[src/rtl/pending_encoder_16_4.sv]
// Pending-event encoder: gathers up to 16 request lines into a sticky
// pending register and hands them out one index at a time over a
// valid/ack handshake. The served bit is cleared when the consumer accepts.
// HIGH_FIRST selects whether the lowest (0) or highest (1) pending index wins.
module pending_encoder_16_4 #(
    parameter bit HIGH_FIRST = 1'b0
) (
    input  logic        clk,
    input  logic        reset,
    input  logic        enable,
    input  logic [15:0] req,
    input  logic        ack,
    output logic [3:0]  o,
    output logic        valid,
    output logic [15:0] pending,
    output logic        dup
);

    typedef enum logic [0:0] {
        ST_IDLE    = 1'b0,
        ST_PRESENT = 1'b1
    } state_t;

    state_t      r_state;
    logic [3:0]  r_o;
    logic        r_valid;
    logic [15:0] r_pending;
    logic        r_dup;

    logic [15:0] w_served;
    logic [15:0] w_cap;
    logic [15:0] w_remain;
    logic [15:0] w_pending_next;
    logic        w_dup_next;
    logic        w_any;
    logic [3:0]  w_sel;

    // Priority encoder: the last matching bit visited in the scan wins,
    // so the scan direction decides which end of the vector has priority.
    function automatic logic [3:0] prio_enc(input logic [15:0] vec,
                                            input bit          high_first);
        logic [3:0] idx;
        idx = 4'd0;
        if (high_first) begin
            for (int i = 0; i < 16; i++) begin
                idx = vec[i] ? 4'(i) : idx;
            end
        end else begin
            for (int i = 15; i >= 0; i--) begin
                idx = vec[i] ? 4'(i) : idx;
            end
        end
        return idx;
    endfunction

    // Handshake mask, capture gating, and next-state of the pending set.
    always_comb begin
        w_served = 16'h0000;
        if (r_valid && ack) begin
            w_served = 16'h0001 << r_o;
        end else begin
            w_served = 16'h0000;
        end

        w_cap = 16'h0000;
        if (enable) begin
            w_cap = req;
        end else begin
            w_cap = 16'h0000;
        end

        // The just-accepted bit is masked out so it is never re-selected;
        // freshly captured bits only become selectable next cycle.
        w_remain       = r_pending & ~w_served;
        w_pending_next = w_remain | w_cap;
        w_dup_next     = |(w_cap & w_remain);
        w_any          = |w_remain;
        w_sel          = prio_enc(w_remain, HIGH_FIRST);
    end

    // Pending register, duplicate pulse, and the IDLE/PRESENT handshake FSM.
    always_ff @(posedge clk) begin
        if (reset) begin
            r_state   <= ST_IDLE;
            r_o       <= 4'd0;
            r_valid   <= 1'b0;
            r_pending <= 16'h0000;
            r_dup     <= 1'b0;
        end else begin
            r_pending <= w_pending_next;
            r_dup     <= w_dup_next;
            case (r_state)
                ST_IDLE: begin
                    if (w_any) begin
                        r_o     <= w_sel;
                        r_valid <= 1'b1;
                        r_state <= ST_PRESENT;
                    end else begin
                        r_valid <= 1'b0;
                        r_state <= ST_IDLE;
                    end
                end
                ST_PRESENT: begin
                    if (!ack) begin
                        // Hold the presented index; no preemption.
                        r_valid <= 1'b1;
                        r_state <= ST_PRESENT;
                    end else if (w_any) begin
                        r_o     <= w_sel;
                        r_valid <= 1'b1;
                        r_state <= ST_PRESENT;
                    end else begin
                        r_valid <= 1'b0;
                        r_state <= ST_IDLE;
                    end
                end
                default: begin
                    r_valid <= 1'b0;
                    r_state <= ST_IDLE;
                end
            endcase
        end
    end

    assign o       = r_o;
    assign valid   = r_valid;
    assign pending = r_pending;
    assign dup     = r_dup;

endmodule

[config.mk]
export PLATFORM = sky130hd
export DESIGN_NAME = pending_encoder_16_4
export DESIGN_NICKNAME = d
export VERILOG_FILES = /design/src/rtl/pending_encoder_16_4.sv
export SDC_FILE = /design/constraint.sdc
export NUM_CORES = 1
export LEC_CHECK = 0
export BUFFER_PORTS_ARGS = -buffer_cell sky130_fd_sc_hd__buf_4
export CORE_MARGIN = 10
export CORE_UTILIZATION = 49
export CTS_BUF_LIST = sky130_fd_sc_hd__clkbuf_2
export CTS_CLUSTER_SIZE = 24
export DETAILED_ROUTE_END_ITERATION = 8
export HOLD_SLACK_MARGIN = 0.05
export PLACE_DENSITY_LB_ADDON = 0.25
export SYNTH_ARGS = -nofsm -noshare
export SYNTH_HDL_FRONTEND = slang
export SYNTH_SLANG_ARGS = --single-unit
export TNS_END_PERCENT = 1
[constraint.sdc]
create_clock -name clk -period 1.7 [get_ports clk]
set_input_delay 0.085 -clock clk [delete_from_list [all_inputs] [get_ports clk]]
set_output_delay 0.085 -clock clk [all_outputs]
set_load 0.01 [all_outputs]
## Word level (Yosys, flattened, before mapping)

Index checks and enable logic that the tools add are counted.

| storage, ports and cells | value |
|---|---|
| output and inout port bits | 22 |
| flip-flop bits (word level) | 22 |
| word-level logic and storage cells | 38 |
| input bits | 20 |

| cells by class | value |
|---|---|
| reduce and logical (&&, ||, !) cells | 3 |
| shifts and indexed selects | 1 |
| muxes and demuxes | 24 |
| bitwise logic cells | 5 |
| eq/ne operators | 1 |

Operators by type and width:

| operator | count |
|---|---|
| 4-bit 2-to-1 mux | 18 |
| 16-bit AND | 2 |
| 16-bit 2-to-1 mux | 2 |
| 16-bit OR reduction | 2 |
| 16-bit inverter | 1 |
| 16-bit bitwise OR | 1 |
| 1-bit by 4-bit << shifter with 16-bit output (first input constant) | 1 |
| 4-bit one-hot mux with 2 select lines | 1 |
| 1-bit 2-to-1 mux | 2 |
| 2-bit != test (second input constant) | 1 |
| 1-bit one-hot mux with 2 select lines | 1 |
| 1-bit logical AND | 1 |
| 1-bit inverter | 1 |

## Longest topological paths before layout

| depth | value |
|---|---|
| depth after elaboration | 23 |
| gate-level depth with buffers | 8 |
| mapped depth without buffers | 6 |

## Worst setup path before layout

Ideal clock, no wire load.

| timing | value |
|---|---|
| kind | reg-to-reg |
| start point | register r_o[0], in the netlist o[0] |
| end point | register r_o[1], in the netlist o[1] |
| data required time | 1.641 ns |
| setup time | 0.059 ns |
| clock period less this slack | 1.758 ns |
| setup slack | -0.058 ns |
| arrival time | 1.699 ns |
| path buffers | 1 |
| cell stages (with the launch flop) | 7 |
| cells stage by stage | dfxtp_1 > buf_6 > mux2_1 > o32ai_1 > or2b_1 > o211ai_1 > a31o_1 |

| on the way | value |
|---|---|
| cells in the longest elaborated chain, start to end | 23 |
| elaborated cells on any way between the ends | 24 |
| classes of those cells | shift: 1; mux: 20; bitwise: 2; reduce/logical: 1 |

Ends and longest elaborated chain:

| item | RTL line | source |
|---|---|---|
| start, declared | 25 | `logic [3:0] r_o;` |
| start signal, assigned | 95 | `r_o <= w_sel;` |
| start signal, assigned | 109 | `r_o <= w_sel;` |
| 1-bit by 4-bit << shifter with 16-bit output * | 60 | `w_served = 16'h0001 << r_o;` |
| 16-bit 2-to-1 mux * | 59 | `if (r_valid && ack) begin` |
| 16-bit inverter * | 74 | `w_remain = r_pending & ~w_served;` |
| 16-bit AND * | 74 |  |
| 4-bit 2-to-1 mux (16 in series) | 50 | `idx = vec[i] ? 4'(i) : idx;` |
| 4-bit 2-to-1 mux * | 94, 108 |  |
| 4-bit 2-to-1 mux | 104 | `if (!ack) begin` |
| 4-bit one-hot mux with 2 select lines * | 92 | `case (r_state)` |

Every way passes the cells marked *; elsewhere a longest branch is shown, timed or not. The select of a mux whose other input is x is not followed.
A chain may end at the register's enable or synchronous reset.

## Worst setup path after layout

| timing | value |
|---|---|
| start point | register r_o[1], in the netlist o[1] |
| end point | register r_dup, in the netlist dup |

| on the way | value |
|---|---|
| cells in the longest elaborated chain, start to end | 6 |

Ends and longest elaborated chain:

| item | RTL line | source |
|---|---|---|
| 1-bit by 4-bit << shifter with 16-bit output | 60 |  |
| 16-bit 2-to-1 mux | 59 |  |
| 16-bit inverter | 74 |  |
| 16-bit AND | 74 |  |
| 16-bit AND | 76 | `w_dup_next = \|(w_cap & w_remain);` |
| 16-bit OR reduction | 76 |  |
| end signal, assigned | 91 | `r_dup <= w_dup_next;` |
| end, declared | 28 | `logic r_dup;` |

Every way passes these cells.

==> results.ini <==
[timing]
rsz0062_at_grt = yes
setup_violations = 7
hold_viol = 0
maxSlewViolCount = 0
whs_ns = 0.346
period_minus_slack_ns = 2.15
period_share_pct = 127
relSlewSlack_pct = 66.1
fmax_mhz = 465
worst_slack_ns = -0.452
finClkSkew_ns = 0.0204
tightestPinTransition_ns = 0.503

[clocking]
clk_path_buf_depth = 2
clk_pin_slew_ns = 0.28
numClockSinks = 22
htree_num_levels = 1
tritoncts = built
insertion_delay_ns = 0.38
root_buffer = clkbuf_2
numCtsBuffers = 3

[final_layout]
regArea_um2 = 452
nNetsFinal = 339
area_delta_synth_final_pct = 69.2
finalInstanceArea_mm2 = 0.00275
post-route-util_pct = 88.5
multi_input_area_mm2 = 0.00118
layout_commonest_cell = buf_4
layout.cells.most_common_list = 100 x buf_4, 20 x a21oi_1, 19 x dlygate4sd3_1
diodes = 0
fin_cells = 362
fill_cells = 139
drive_gt1_share_pct = 44.3

[pwr]
ir_drop_uv = 600
power_frac_clock_pct = 20.4
power_leakage_nw = 1.18
swShare_pct = 38.6
power_frac_seq_pct = 32.5
combPwrFrac_pct = 47.1
powerDensity_mw_per_mm2 = 731
p_sw_w = 0.000775
p_int_w = 0.00123

[synth]
synth_top_area_share_pct = 27.1
synth_area_leaders = dfxtp_1 27%, a21oi_1 6.2%, o21ai_0 4.3%
ys_seq_area_share_pct = 27.1
avgSynthCellArea_um2 = 7.92
synth_warnings = 0
synth_cell_type_count = 55
synth_ff_type = dfxtp_1
synth-seq-cells = 22
synth_fp_nets = 225
netlist_instances = 205
async_flop_share_pct = 0
synth_top_area_cell = dfxtp_1
synth_area_mm2 = 0.00162
synth-edff-count = 0

[floorplanning]
die_x_um = 77.6
die_y_um = 77.6
die_area_mm2 = 0.00602
ios = 42
coreArea_mm2 = 0.00310
start_util_pct = 52.3
floorplan.rows = 20

[detailed_routing]
drc = 0
dr.pass1.iters = 5
drtIter0Drc = 493
final_antenna_net_count = 0
vias_per_cell = 7.01
post_drt_wl_per_cell_um = 25.9
vias = 2538
drt_wl_total_um = 9380

[grt]
grt_max_degree = 24
grt_pass1_vias = 2255
grt_pass1_wl_um = 11600
track_usage_pct = 23.0
antenna_found_initial = 0
grt.overflow.total = 0

[worst_setup_path]
critPathMaxFanout = 6
worstSetupPathType = register to register
reg2reg_slack_ns = -0.45
cp.arrival_ns = 2.45
cp-start-kind = register
crit_required_ns = 1.99
crit_path_end_kind = register

[placement]
place_inst = 328
placed_cell_area_mm2 = 0.00230
port_buffers = 41
place_ws_ns = -0.241
hpwlAfterDp_um = 4470
place.gp.congestion = 1.02

[status]
violations = setup timing
outcome = complete, but fails checks

[run]
drv_cap = 0

[worst_hold_path]
hold_path_class = input pin to register

==> stage by stage <==
step           total power (W)  setup TNS (ns)
2_1_floorplan          0.00101               0
3_3_place_gp           0.00132          -0.418
3_5_place_dp           0.00134          -0.586
4_1_cts                0.00175          -0.410
5_1_grt                0.00205           -2.48
6_report               0.00201           -1.94
==> logic make-up after synthesis <==
logic type / synth area share (%)
buffers and inverters: 7.24
AOI/OAI and AO/OA: 34.5
muxes: 6.55
DFF: 27.1
and+or+nand+nor: 24.6
==> metal layers <==
| layer | global-route usage [%] | wire, um | up-vias | part of all wire, % |
|---|---|---|---|---|
| li1 | - | - | 1012 | - |
| met1 | 27.1 | 3180 | 1110 | 34 |
| met2 | 38.2 | 3980 | 315 | 42 |
| met3 | 5.76 | 1390 | 101 | 15 |
| met4 | 11.1 | 820 | 0 | 8.7 |
| met5 | 0 | 0 | - | 0 |
==> registers in the layout, indices dropped and copies added (netlist names) <==
register	flops
valid	1
dup	1
pending	16
o	4
==> worst max-delay path, stage by stage (launching register included) <==
cell and delay, ns:
dfxtp_4 0.47, buf_6 0.14, nand4_1 0.20, buf_4 0.21
o211ai_1 0.38, o2111ai_2 0.27, a2111oi_4 0.25, a311oi_1 0.14
==> power groups by stage <==
stage	clock network, W	registers (W)	logic, W
after floorplan	0	0.000636	0.000372
after global placement	0	0.000640	0.000683
after detailed placement	0	0.000641	0.000694
after CTS	0.000374	0.000634	0.000742
after global routing	0.000413	0.000653	0.000983
final	0.000410	0.000653	0.000945
==> final timing paths <==
path / startpoint / to / cells after the start
max: o[1] / dup / 7
min: ack / valid / 5
max reg2reg: o[1] / dup / 7
min reg2reg: pending[14] / pending[14] / 2
==> cell usage after synthesis (4+ instances only) <==
library cell and number:
o211ai_1 7, dfxtp_1 22, inv_1 8, a31oi_1 4, o21ai_0 14, nor2b_1 4, clkbuf_1 6, nor2_1 18
buf_2 4, nor3_1 5, o21a_1 8, mux2i_1 5, a21oi_1 20, nand2_1 16, mux2_1 4, nand4b_1 4
==> timing repair <==
item,in CTS,in global routing
endpoints found under the setup margin,6,7
buffers inserted,1,10
gates resized for setup,12,25
pin swaps,3,16
endpoints found under the hold margin,17,0
hold buffers,19,0
==> cell type report <==
class                      instances  share of cell area (%)
clock buffer                       3                   0.546
clock inverter                     1                    1.09
inverter                           9                    1.23
multi-input combinational        160                    42.8
sequential                        22                    16.4
tap                               44                    2.00
timing repair buffer             123                    35.9
Note: power is estimated with default switching activity, not from simulation.
